`src/rtl/mem_access_ctrl.sv`:
```
// Data-memory access initiator: single-byte load/store plus block copy/fill,
// absorbing the memory's one-cycle registered read latency.
module mem_access_ctrl #(
  parameter int unsigned ADDR_W = 8,
  parameter int unsigned DATA_W = 8
) (
  input  logic              clk,
  input  logic              rst,
  input  logic              req_valid,
  output logic              req_ready,
  input  logic [1:0]        req_op,
  input  logic [ADDR_W-1:0] req_addr,
  input  logic [ADDR_W-1:0] req_dst,
  input  logic [7:0]        req_len,
  input  logic [DATA_W-1:0] req_wdata,
  output logic              resp_valid,
  output logic [DATA_W-1:0] resp_rdata,
  output logic              busy,
  output logic [ADDR_W-1:0] mem_address,
  output logic              mem_read,
  output logic              mem_write,
  output logic [DATA_W-1:0] mem_wdata,
  input  logic [DATA_W-1:0] mem_rdata
);

  localparam int unsigned LEN_W = 8;

  typedef enum logic [2:0] {IDLE, RD, XFER, CAP, WR, DONE} state_t;
  typedef enum logic [1:0] {OP_LOAD, OP_STORE, OP_COPY, OP_FILL} op_t;

  state_t            state_q, state_d;
  op_t               op_q, op_d, req_op_e;
  logic              go_q, go_d;
  logic [ADDR_W-1:0] src_q, src_d, dst_q, dst_d;
  logic [LEN_W-1:0]  cnt_q, cnt_d;
  logic [DATA_W-1:0] pat_q, pat_d;
  logic [DATA_W-1:0] rdata_d;
  logic              accept;
  logic              ready_d, rd_d, wr_d, resp_valid_d;
  logic [ADDR_W-1:0] addr_d;

  assign req_op_e = op_t'(req_op);
  assign accept   = req_valid && req_ready;

  // The accept cycle only latches the request; the operation starts one edge later
  always_comb begin
    state_d = state_q;
    go_d    = 1'b0;
    op_d    = op_q;
    src_d   = src_q;
    dst_d   = dst_q;
    cnt_d   = cnt_q;
    pat_d   = pat_q;
    rdata_d = resp_rdata;
    unique case (state_q)
      IDLE: begin
        if (go_q) begin
          unique case (op_q)
            OP_LOAD:  state_d = RD;
            OP_STORE: state_d = WR;
            OP_COPY:  state_d = (cnt_q == '0) ? DONE : RD;
            OP_FILL:  state_d = (cnt_q == '0) ? DONE : WR;
          endcase
        end else if (accept) begin
          go_d  = 1'b1;
          op_d  = req_op_e;
          src_d = req_addr;
          dst_d = (req_op_e == OP_COPY) ? req_dst : req_addr;
          cnt_d = req_len;
          pat_d = req_wdata;
        end
      end
      RD:   state_d = (op_q == OP_COPY) ? XFER : CAP;
      CAP: begin
        rdata_d = mem_rdata;
        state_d = DONE;
      end
      XFER: begin
        rdata_d = mem_rdata;
        src_d   = src_q + ADDR_W'(1);
        dst_d   = dst_q + ADDR_W'(1);
        cnt_d   = cnt_q - LEN_W'(1);
        state_d = (cnt_q == LEN_W'(1)) ? DONE : RD;
      end
      WR: begin
        if (op_q == OP_FILL) begin
          dst_d   = dst_q + ADDR_W'(1);
          cnt_d   = cnt_q - LEN_W'(1);
          state_d = (cnt_q == LEN_W'(1)) ? DONE : WR;
        end else begin
          state_d = DONE;
        end
      end
      DONE:    state_d = IDLE;
      default: state_d = IDLE;
    endcase
  end

  // Output values for the coming cycle, decoded from next state so they can be flopped
  always_comb begin
    ready_d      = (state_d == IDLE) && !go_d;
    rd_d         = (state_d == RD);
    wr_d         = (state_d == WR) || (state_d == XFER);
    resp_valid_d = (state_d == DONE);
    addr_d       = '0;
    if (rd_d) begin
      addr_d = src_d;
    end else if (wr_d) begin
      addr_d = dst_d;
    end
  end

  always_ff @(posedge clk or posedge rst) begin
    if (rst) begin
      state_q     <= IDLE;
      go_q        <= 1'b0;
      op_q        <= OP_LOAD;
      src_q       <= '0;
      dst_q       <= '0;
      cnt_q       <= '0;
      pat_q       <= '0;
      resp_rdata  <= '0;
      req_ready   <= 1'b1;
      busy        <= 1'b0;
      resp_valid  <= 1'b0;
      mem_read    <= 1'b0;
      mem_write   <= 1'b0;
      mem_address <= '0;
    end else begin
      state_q     <= state_d;
      go_q        <= go_d;
      op_q        <= op_d;
      src_q       <= src_d;
      dst_q       <= dst_d;
      cnt_q       <= cnt_d;
      pat_q       <= pat_d;
      resp_rdata  <= rdata_d;
      req_ready   <= ready_d;
      busy        <= !ready_d;
      resp_valid  <= resp_valid_d;
      mem_read    <= rd_d;
      mem_write   <= wr_d;
      mem_address <= addr_d;
    end
  end

  // Copy writes the byte the memory is returning this cycle, so write data bypasses the flops
  always_comb begin
    mem_wdata = '0;
    if (state_q == XFER) begin
      mem_wdata = mem_rdata;
    end else if (state_q == WR) begin
      mem_wdata = pat_q;
    end
  end

endmodule

```
`config.mk`:
```
export PLATFORM = sky130hd
export DESIGN_NAME = mem_access_ctrl
export DESIGN_NICKNAME = d
export VERILOG_FILES = /design/src/rtl/mem_access_ctrl.sv
export SDC_FILE = /design/constraint.sdc
export NUM_CORES = 1
export LEC_CHECK = 0
export ABC_AREA = 0
export BUFFER_PORTS_ARGS = -buffer_cell sky130_fd_sc_hd__buf_4
export CAP_MARGIN = 20
export CORE_AREA = 2 2 91 93
export CTS_CLUSTER_SIZE = 16
export DETAILED_ROUTE_END_ITERATION = 16
export DIE_AREA = 0 0 93 95
export HOLD_SLACK_MARGIN = 0.05
export PLACE_DENSITY_LB_ADDON = 0.05
export SLEW_MARGIN = 0
export SYNTH_ARGS = -nofsm -noshare
export SYNTH_HDL_FRONTEND = slang
export SYNTH_SLANG_ARGS = --single-unit
```
`constraint.sdc`:
```
create_clock -name clk -period 4.2 [get_ports clk]
set_input_delay 0.84 -clock clk [delete_from_list [all_inputs] [get_ports clk]]
set_output_delay 0.84 -clock clk [all_outputs]
set_load 0.01 [all_outputs]
```
* Word level (Yosys, flattened, before mapping) *
Index checks and enable logic that the tools add are counted.

word-level totals
  output and inout port bits = 29
  input port bits = 45
  bits in registers = 59

cells by class
  $add $sub $neg = 3
  bitwise operators = 1
  muxes and demuxes = 28
  reduce and logical (&&, ||, !) cells = 13
  equality and inequality tests = 16

operators by type and width
  operator                                                            number
  8-bit two-way mux                                                   13
  8-bit one-hot mux with 3 select lines                               2
  8-bit by 1-bit adder with 8-bit output, second input constant       2
  8-bit one-hot mux with 2 select lines                               1
  3-bit one-hot mux with 5 select lines                               1
  3-bit one-hot mux with 4 select lines                               1
  3-bit by 2-bit == test with 1-bit output, second input constant     3
  3-bit == test, second input constant                                3
  3-bit two-way mux                                                   3
  8-bit by 1-bit == test with 1-bit output, second input constant     1
  8-bit logical NOT                                                   1
  8-bit by 1-bit subtractor with 8-bit output, second input constant  1
  1-bit two-way mux                                                   7
  2-bit == test, second input constant                                3
  3-bit by 1-bit == test with 1-bit output, second input constant     2
  3-bit logical NOT                                                   2
  2-bit != test, second input constant                                3
  4-bit AND reduction                                                 1
  3-bit AND reduction                                                 1
  3-bit nonzero test                                                  1
  2-bit by 1-bit == test with 1-bit output, second input constant     1
  1-bit logical AND                                                   2
  1-bit logical NOT                                                   2
  2-bit logical NOT                                                   1
  other kinds (3)                                                     3

* Longest topological paths before layout *
  word-level depth = 9
  mapped depth = 8
  depth with buffers taken out = 6

* Worst setup path before layout *
OpenSTA, ideal clock, no wires.

  path kind = input -> register
  start = input port req_op[1]
  end = register mem_address[7]
  cell stages on the path = 6
  setup slack = 2.057 ns
  arrival = 2.022 ns
  buffers on the path = 1
  library setup time = 0.121 ns
  cell sequence = nor2b_1 > clkbuf_1 > mux2i_1 > nor2_1 > a221o_1 > a22o_1

between the ends
  cells in the longest elaborated chain, start to end = 7

ends and longest elaborated chain
  item                                   line  RTL
  from (decl)                            11    input logic [1:0] req_op,
  2-bit == test                          68    dst_d = (req_op_e == OP_COPY) ? req_dst : req_addr;
  8-bit two-way mux                      68
  8-bit two-way mux                      64    end else if (accept) begin
  8-bit two-way mux                      57    if (go_q) begin
  8-bit one-hot mux with 3 select lines  55    unique case (state_q)
  via dst_d[7]                           34    logic [ADDR_W-1:0] src_q, src_d, dst_q, dst_d;
  8-bit two-way mux                      108   end else if (wr_d) begin
  8-bit two-way mux                      106   if (rd_d) begin
  via addr_d[7]                          40    logic [ADDR_W-1:0] addr_d;
  to (signal assigned)                   143   mem_address <= addr_d;
  to (decl)                              19    output logic [ADDR_W-1:0] mem_address,

The timed path passes the listed nets, and every way through them passes these cells.
A chain may end at the register's enable or synchronous reset.

* Worst setup path in the final report *
  start = register state_q[2]
  end = output port mem_wdata[0]

between the ends
  cells in the longest elaborated chain, start to end = 3

ends and longest elaborated chain
  item                    line  RTL
  from (decl)             31    state_t state_q, state_d;
  from (signal assigned)  130   state_q <= state_d;
  3-bit == test           152   end else if (state_q == WR) begin
  8-bit two-way mux       152
  8-bit two-way mux (*)   150   if (state_q == XFER) begin
  to (decl)               22    output logic [DATA_W-1:0] mem_wdata,

Every way passes the cells marked *; elsewhere a longest branch is shown, timed or not.

==> impl_results.md <==
* Outcome: complete, no violations
* Netlist Area Pre-Place at 3090 um^2
* Number of buffers between clock root and the deepest sink at 2
* Half-perimeter wire length after detailed placement at 5870 um
* Gate count of the mapped netlist at 331
* Number of antenna repair diodes at 0
* Fin Hold WS at 0.476 ns
* Final GP Congestion at 0.793
* Initial antenna violation count at 0
* Post CTS Setup Buffer Count at 0
* Total congestion overflow after global routing at 0
* Capturing element type of the critical path: primary output
* Die span in y at 95 um
* Count of cell types in the netlist at 58
* Routed via count at 2695
* Arr. time, crit path at 2.22 ns
* Yosys Warn Count at 0
* Final setup violation count at 0
* Buffering stage count on the worst path with inverters included at 1
* Finished Core Util at 49.8%
* Largest net degree at the start of global routing at 49
* Data required time at the worst endpoint at 3.36 ns
* Flops & latches, synth at 59
* Final number of hold-violating endpoints at 0
* # DRC at 0
* CP max stage delay at 0.70 ns
* Number of max-slew violations in the final report at 0
* Wire length of the first global-routing pass at 13400 um
* Cell with the largest stage delay on the worst path: nor2b_1
* Quantity of gates resized following cts at 0
* Via/cell ratio at 5.25
* 1st-pass router iterations at 4
* Highest net fanout along the worst path at 15
* Number of global-route vias before repair at 2563
* Overall global routing resource usage at 20.3%
* Initial core utilization at 38.9%
* Layout overhead on the synthesized area at 27.9%
* Total power density per cell area at 723 nW/um^2
* Class of the tightest hold or removal check: flop to flop
* Die Outline Area at 8840 um^2
* Top-Level Pins at 74
* Number of buffers created by CTS at 9
* Layout cell share with drive strength beyond 1 at 26.0%
* Normalized max-slew margin at 47.7%
* Core ar. at 7930 um^2
* Clock tree skew after final layout at 0.00755 ns
* Number of design-rule violations left by the first detailed-router iteration at 133
* CTS tree: built
* Most common cell after layout, fill and taps aside: nand2_1
* Share of the clock period used by the worst path after layout at 72.9%
* Slew of the pin with the lowest slew margin at 0.782 ns
* # Max-Cap Violations at 0
* CP Cell Sequence: nor2b_1 -> nand2_1 -> a21oi_1 -> buf_4
* Worst-Skew Late Latency at 0.34 ns
* Htree depth at 3
* Number of cell rows at 33
* Clock edge transition at the registers on the reported setup and hold paths at 0.07 ns
* Leakage power at 1.86 nW
* Aggregate routed wire length at 8400 um
* Async set or reset register ratio after synthesis at 100%
* Number of nets in the synthesized netlist at 381
* Average wire per cell in the routed design at 16.4 um
* Port Buffers at 73
* Final Critical Period at 3.06 ns
* Setup total negative slack at 0 ns
* Type of the worst setup path: flop to primary output
* Die W at 93 um
* Mean instance size in the synthesized netlist at 9.32 um^2
* Total clock sinks at 59
* Final #Nets at 453
* Commonest cells after routing, fill and taps aside: 80 x nand2_1, 76 x buf_4, 58 x dfrtp_1, 17 x a21oi_1, 16 x o21ai_0
* Main synth FF type: dfrtp_1
* Cell at the root of the clock tree: clkbuf_8
* Type of origin of the critical path: flop
* Antenna Nets Post-Route at 0
* Count of flip-flops with a built-in enable after synthesis at 0
* Maximum ir drop on the vdd rail at 0.235 mV
* Hold-fix buffers, CTS at 0
* Share of synthesized area occupied by flip-flops and latches at 47.9%
* Highest achievable clock rate at 327 MHz
* Cell family with the largest share of critical-path delay: simple AND/OR/NAND/NOR gates
* Unrepaired setup endpoints after global routing: false
==> sequential cells by signal, summed over array words and instances (netlist names), 2 cells and up <==
name / count
mem_address: 8
state_q: 3
src_q: 8
cnt_q: 8
resp_rdata: 8
op_q: 2
dst_q: 8
pat_q: 8
==> metrics by stage <==
step | instance area (um^2) | setup WS, ns | std cells | total power, W
after floorplan | 3090 | 1.91 | 331 | 0.00185
after global placement | 3690 | 1.37 | 495 | 0.00224
after detailed placement | 3700 | 1.51 | 496 | 0.00227
after CTS | 3930 | 1.11 | 512 | 0.00287
after global routing | 3950 | 0.973 | 513 | 0.00307
final | 3950 | 1.14 | 513 | 0.00285
==> report_power, final <==
part           internal [W]  total (W)  switching [W]
Clock              0.000338   0.000590       0.000252
Sequential         0.000820    0.00107       0.000251
Combinational      0.000508    0.00119       0.000684
==> final timing paths <==
kind	from	endpoint	slack [ns]	cells past startpoint
setup / recovery	state_q[2]$_DFF_PP0_	mem_wdata[0]	1.14	4
hold / removal	resp_rdata[1]$_DFFE_PP0P_	resp_rdata[1]$_DFFE_PP0P_	0.48	2
setup reg to reg	state_q[2]$_DFF_PP0_	mem_address[4]$_DFF_PP0_	1.65	6
hold reg to reg	resp_rdata[1]$_DFFE_PP0P_	resp_rdata[1]$_DFFE_PP0P_	0.48	2
max in group asynchronous	rst	req_ready$_DFF_PP1_	3.07	3
min in group asynchronous	rst	busy$_DFF_PP0_	0.51	2
==> kinds of logic after synthesis <==
| group | share of synthesized area [%] |
|---|---|
| adders and majority gates | 2.03 |
| and+or+nand+nor | 21.5 |
| muxes | 2.96 |
| AOI/OAI and AO/OA | 20.4 |
| xor gates and xnor gates | 0.852 |
| buffers and inverters | 4.42 |
| DFF | 47.9 |
==> cells in the mapped netlist (2+ instances only) <==
cell        n  share of area [%]
a22oi_1     2               0.49
ha_1        5                2.0
o31a_1      2               0.57
nor3_1     10                1.6
a221o_1     3               0.97
nand2_1    80                9.7
nor2b_1     3               0.61
nand3b_1    2               0.49
a21oi_1    17                2.8
o21ai_0    16                2.6
mux2i_1     8                2.6
buf_2       7                1.1
xnor2_1     2               0.57
or3_1       2               0.41
o22ai_1     4               0.81
a41oi_1     3               0.85
o2bb2ai_1   2               0.57
nand3_1    10                1.6
o211ai_1    9                2.2
and3_1      6                1.2
o21a_1      2               0.49
a22o_1      8                2.3
nor2_1     15                1.8
dfrtp_1    58                 47
a211o_1     3               0.85
buf_1       2               0.24
clkbuf_1    4               0.49
and2_1      2               0.41
nand4_1     5                1.0
inv_1       9                1.1
buf_6       3                1.1
==> worst reg2reg max path: stages, from the launching register on <==
cell and delay, ns:
dfrtp_1 0.55, nor2b_1 0.62, buf_6 0.23, nand4_1 0.11, o211ai_1 0.21, and3_1 0.53
a22o_1 0.23
==> routing by layer <==
layer	vias to the layer above	track usage, %	share of wire [%]
met4	0	8.21	1.9
met1	1284	28.8	48
met2	69	30.0	45
met3	13	4.55	4.7
li1	1329	-	-
met5	-	0	0
==> final cells by class <==
class / instances / area, um^2
fillers: 807 / 3980
flip-flops and latches: 59 / 1480
multi-input cells: 245 / 1470
repair buffers: 78 / 602
well taps: 105 / 131
clock buffers: 9 / 124
clock inverters: 7 / 103
inverters: 10 / 37.5
Note: power is estimated with default switching activity, not from simulation.
